$ cat src/rtl/fp16_mult_pkg.sv
// Shared definitions for the FP16 multiplier result path: widths, flag bit positions,
// buffer state encoding and the canonical quiet NaN.
`default_nettype none

package fp16_mult_pkg;

    localparam int DWIDTH = 16;
    localparam int FLAGW  = 5;

    localparam int FLG_ANY  = 4;
    localparam int FLG_ANAN = 3;
    localparam int FLG_BNAN = 2;
    localparam int FLG_AINF = 1;
    localparam int FLG_BINF = 0;

    typedef enum logic [1:0] {
        EMPTY = 2'd0,
        ONE   = 2'd1,
        TWO   = 2'd2
    } buf_state_e;

    localparam logic [15:0] FP16_QNAN = 16'h7E00;

endpackage

`default_nettype wire

$ cat src/rtl/fp16_skid_buffer.sv
// Generic 2-entry valid/ready skid buffer; in_ready depends only on the state register
// and rst, so there is no combinational path from out_ready back to in_ready.
`default_nettype none

module fp16_skid_buffer
    import fp16_mult_pkg::*;
#(
    parameter int WIDTH = 21
) (
    input  logic             clk,
    input  logic             rst,
    input  logic             in_valid,
    output logic             in_ready,
    input  logic [WIDTH-1:0] in_data,
    output logic             out_valid,
    input  logic             out_ready,
    output logic [WIDTH-1:0] out_data
);

    buf_state_e       state_q;
    logic [WIDTH-1:0] main_q;
    logic [WIDTH-1:0] skid_q;
    logic             accept;
    logic             pop;

    assign in_ready  = (state_q != TWO) & ~rst;
    assign out_valid = (state_q != EMPTY);
    assign out_data  = main_q;

    assign accept = in_valid & in_ready;
    assign pop    = out_valid & out_ready;

    always_ff @(posedge clk) begin
        if (rst) begin
            state_q <= EMPTY;
            main_q  <= '0;
            skid_q  <= '0;
        end else begin
            case (state_q)
                EMPTY: begin
                    if (accept) begin
                        state_q <= ONE;
                        main_q  <= in_data;
                    end
                end
                ONE: begin
                    if (accept && !pop) begin
                        state_q <= TWO;
                        skid_q  <= in_data;
                    end else if (pop && !accept) begin
                        state_q <= EMPTY;
                    end else if (accept && pop) begin
                        main_q  <= in_data;
                    end
                end
                TWO: begin
                    // in_ready is low here, so a pop is the only way out
                    if (pop) begin
                        state_q <= ONE;
                        main_q  <= skid_q;
                    end
                end
                default: state_q <= EMPTY;
            endcase
        end
    end

endmodule

`default_nettype wire

$ cat src/rtl/fp16_mult_result_stage.sv
// FP16 multiplier output stage: skid-buffered {flags, result}, sticky exception flags and a
// transfer counter. Optional NaN/Inf result canonicalisation under FP16_RES_NAN_CANON_EN.
`default_nettype none

module fp16_mult_result_stage
    import fp16_mult_pkg::*;
#(
    parameter int DWIDTH = fp16_mult_pkg::DWIDTH,
    parameter int FLAGW  = fp16_mult_pkg::FLAGW,
    parameter int CNTW   = 16
) (
    input  logic              clk,
    input  logic              rst,
    input  logic              in_valid,
    output logic              in_ready,
    input  logic [DWIDTH-1:0] in_result,
    input  logic [FLAGW-1:0]  in_flags,
    output logic              out_valid,
    input  logic              out_ready,
    output logic [DWIDTH-1:0] out_result,
    output logic [FLAGW-1:0]  out_flags,
    input  logic              clr_sticky,
    output logic [FLAGW-1:0]  sticky_flags,
    output logic [CNTW-1:0]   out_count
);

    logic [DWIDTH-1:0]       result_eff;
    logic [FLAGW+DWIDTH-1:0] buf_out;
    logic                    accept;
    logic                    pop;
    logic [FLAGW-1:0]        sticky_q;
    logic [FLAGW-1:0]        sticky_d;
    logic [CNTW-1:0]         count_q;
    logic [CNTW-1:0]         count_d;

`ifdef FP16_RES_NAN_CANON_EN
    // NaN operand dominates Inf operand; the product sign is kept for Inf
    always_comb begin
        result_eff = in_result;
        if (in_flags[FLG_ANAN] || in_flags[FLG_BNAN]) begin
            result_eff = FP16_QNAN;
        end else if (in_flags[FLG_AINF] || in_flags[FLG_BINF]) begin
            result_eff = {in_result[DWIDTH-1], 5'h1F, 10'h000};
        end
    end
`else
    assign result_eff = in_result;
`endif

    fp16_skid_buffer #(
        .WIDTH (FLAGW + DWIDTH)
    ) u_skid (
        .clk       (clk),
        .rst       (rst),
        .in_valid  (in_valid),
        .in_ready  (in_ready),
        .in_data   ({in_flags, result_eff}),
        .out_valid (out_valid),
        .out_ready (out_ready),
        .out_data  (buf_out)
    );

    assign out_result = buf_out[DWIDTH-1:0];
    assign out_flags  = buf_out[FLAGW+DWIDTH-1:DWIDTH];

    assign accept = in_valid & in_ready;
    assign pop    = out_valid & out_ready;

    // Flags of a product accepted in the clearing cycle survive the clear
    assign sticky_d = (clr_sticky ? '0 : sticky_q) | (accept ? in_flags : '0);
    assign count_d  = pop ? count_q + CNTW'(1) : count_q;

    always_ff @(posedge clk) begin
        if (rst) begin
            sticky_q <= '0;
            count_q  <= '0;
        end else begin
            sticky_q <= sticky_d;
            count_q  <= count_d;
        end
    end

    assign sticky_flags = sticky_q;
    assign out_count    = count_q;

endmodule

`default_nettype wire
$ cat config.mk
export PLATFORM = sky130hd
export DESIGN_NAME = fp16_mult_result_stage
export DESIGN_NICKNAME = d
export VERILOG_FILES = /design/src/rtl/fp16_mult_pkg.sv /design/src/rtl/fp16_skid_buffer.sv /design/src/rtl/fp16_mult_result_stage.sv
export SDC_FILE = /design/constraint.sdc
export NUM_CORES = 1
export LEC_CHECK = 0
export ABC_CLOCK_PERIOD_IN_PS = 3900
export BUFFER_PORTS_ARGS = -buffer_cell sky130_fd_sc_hd__buf_2
export CAP_MARGIN = 20
export CORE_UTILIZATION = 50
export CTS_CLUSTER_DIAMETER = 40
export CTS_CLUSTER_SIZE = 16
export DETAILED_ROUTE_END_ITERATION = 10
export PLACE_DENSITY = 0.74
export SETUP_SLACK_MARGIN = 0.2
export SYNTH_ARGS = -nofsm -noshare
export SYNTH_HDL_FRONTEND = slang
export SYNTH_SLANG_ARGS = --single-unit
$ cat constraint.sdc
create_clock -name clk -period 3.9 [get_ports clk]
set_input_delay 0.78 -clock clk [delete_from_list [all_inputs] [get_ports clk]]
set_output_delay 0.78 -clock clk [all_outputs]
set_load 0.005 [all_outputs]
==> metrics.md <==
| Metric | Value |
|---|---|
| Run status | finished, final reports clean |
| Final period utilization | about two thirds |
| Via count | 2307 |
| Crit end category | output pin |
| PostCTS Resize Cnt | 0 |
| Area Growth Syn to Fin | 19.0% |
| DR pass1 iterations | 4 |
| Worst-skew pair later-pin latency | around 0.33 ns |
| Worst-margin pin slew | between 0.9 and 1 ns |
| DIE WIDTH | 75.5 µm |
| Kind of critical path | register to output pin |
| Starting Density | a little over half |
| Cts bufs inserted | 9 |
| Period minus WS final | 2.56 ns |
| Total Wirelength | 5.67 mm |
| P per Cell Area | 406 nW/µm² |
| Max VDD drop | 0.211 mV |
| Met3 WL post-DR | 289 µm |
| CTS tree | yes |
| Routed len/inst | 12.8 µm |
| Initial antenna violation count | 0 |
| DP HPWL | 3.83 mm |
| FP Rows | 26 |
| Post-Syn Area | 2700 µm² |
| CTS Root Cell | clkbuf_8 |
| Syn nets | 336 |
| Max_cap viols | 0 |
| Total track usage | roughly 21% |
| CP Max Fanout | 15 |
| Slew Viols, Final | 0 |
| Unique masters post-synth | 35 |
| IO buf count | 69 |
| Clk slew on worst S/H paths | 0.07 ns |
| Setup total negative slack | 0 ns |
| Number of global-route vias before repair | 1905 |
| Top Layer Used | met4 |
| RSZ-0062 raised after global routing | no |
| Core ar. | 5140 µm² |
| First-pass GRT wire length | 8.68 mm |
| N_diodes | 0 |
| Seq cells post-synth | 65 |
| Io pins | 70 |
| Post-CTS Hold Fix Bufs | 0 |
| CTS H-Tree Depth | 3 |
| Grt ovf | 0 |
| Worst hold slack | 0.478 ns |
| Leak | ~1.3 nW |
| Async SR Flop Fraction | 0% |
| Syn Inst Count | 309 |
| CTS max path bufs | 2 |
| Die Area | approximately 5700 µm² |
| Hold WC Path Type | register to register |
| Startpoint types | register |
| Die height | between 70 and 80 µm |
| Synth warn | 0 |
| Clk sinks | 65 |
| Final hold violations | 0 |
| Post-synth EDFFs | 0 |
| Final setup fails | 0 |
| Relative slew slack | 35.3% |
| Final ANT Viol Nets | 0 |
| Peak Freq | 0.391 GHz |
| Fraction of layout cells with a size suffix above 1 | about a quarter |
| Metal2 WL | about 2.6 mm |
| Routability congestion estimate | between 0.7 and 0.8 |
| Largest net degree at the start of global routing | 43 |
| Most frequent cells in the layout | 69 x buf_2, 65 x dfxtp_1, 64 x nor2_1 |
| Mean area per synthesized cell | 8.74 µm² |
| DRC Markers | 0 |
| Met1 Wirelength | 2.63 mm |
| Seq/Total Area, Yosys | between 40 and 50% |
| Top FF cell, synth | dfxtp_1 |
| Final Skew | 0.00740 ns |
| Initial drt markers | 102 |
| Final nets | between 300 and 400 |
| Critical path data required time | 3.12 ns |
| Commonest non-fill, non-tap cell in the layout | buf_2 |
| Setup Buffers After CTS | 0 |
| WP data arrival | 1.78 ns |
| Post-DR vias/cell | roughly 5.2 |
==> per-layer routing <==
layer | vias up | GRT usage (%)
met3 | 11 | 4.89
met1 | 1062 | 26.3
met2 | 60 | 32.6
li1 | 1174 | -
met5 | - | 0
met4 | 0 | 11.7
==> flip-flops by register name, summed over array words and instances, names as in the netlist <==
signal	flops
out_count	16
u_skid.state_q	2
u_skid.out_data	21
sticky_flags	5
u_skid.skid_q	21
==> layout make-up <==
| cell class | count | area, µm² |
|---|---|---|
| Multi-Input combinational cell | 216 | 1280 |
| Fill cell | 480 | 1920 |
| Tap cell | 70 | 87.6 |
| Clock buffer | 15 | 156 |
| Inverter | 3 | 11.3 |
| Timing Repair Buffer | 73 | 375 |
| Sequential cell | 65 | 1300 |
==> power by group <==
group          internal [mW]  total [mW]  switching, mW
combinational         0.0553       0.124         0.0689
sequential             0.690       0.706         0.0155
clock                  0.246       0.476          0.230
==> cell usage after synthesis (all sizes together) (2+ instances only) <==
cell type / number / area (µm²)
clkbuf: 12 / 45.0
dfxtp: 65 / 1300
nor2: 64 / 240
xnor2: 7 / 61.3
a311oi: 21 / 184
a32oi: 5 / 43.8
buf: 13 / 68.8
inv: 3 / 11.3
o21ai: 3 / 15.0
mux2i: 22 / 220
xor2: 4 / 35.0
nor4: 2 / 12.5
nand3: 3 / 15.0
a21oi: 5 / 25.0
nand2: 50 / 188
nor3: 6 / 30.0
nand4: 3 / 33.8
or3: 5 / 37.5
or2: 2 / 12.5
nand2b: 2 / 12.5
nor2b: 3 / 18.8
==> through the flow <==
stage               util, %  total power [mW]  cell area, µm²  std cells  setup slack [ns]
floorplan                 -             0.795            2700        309              1.49
global placement       59.5             0.843            3060        427              1.43
detailed placement     59.5             0.845            3060        427              1.36
CTS                    62.6              1.32            3220        442              1.32
global route           62.6              1.37            3220        442              1.23
finish                 62.6              1.31            3220        442              1.34
==> kinds of logic (layout without fill, tap and decap cells) <==
| kind of cell | after synthesis | in the layout | synth area share [%] |
|---|---|---|---|
| DFF | 65 | 65 | 48.2 |
| AOI/OAI and AO/OA | 40 | 40 | 11.9 |
| and+or+nand+nor | 141 | 141 | 22.7 |
| muxes | 23 | 23 | 8.57 |
| buffers and inverters | 28 | 91 | 4.63 |
| adders and majority gates | 1 | 1 | 0.463 |
| xor gates and xnor gates | 11 | 11 | 3.57 |
==> worst max-delay path, stage by stage, from the launching register on <==
cell	delay [ns]
dfxtp_1	0.48
nor2b_2	0.44
buf_4	0.29
nor2_1	0.08
buf_2	0.16
==> path summary, 6_finish.rpt <==
kind	start	end	slack (ns)	cells past startpoint
worst max-delay path	u_skid.state_q[1]	in_ready	1.34	4
worst min-delay path	u_skid.skid_q[10]	u_skid.out_data[10]	0.48	2
worst max register to register	u_skid.state_q[1]	u_skid.out_data[14]	1.67	6
worst min register to register	u_skid.skid_q[10]	u_skid.out_data[10]	0.48	2
Note: power is estimated with default switching activity, not from simulation.
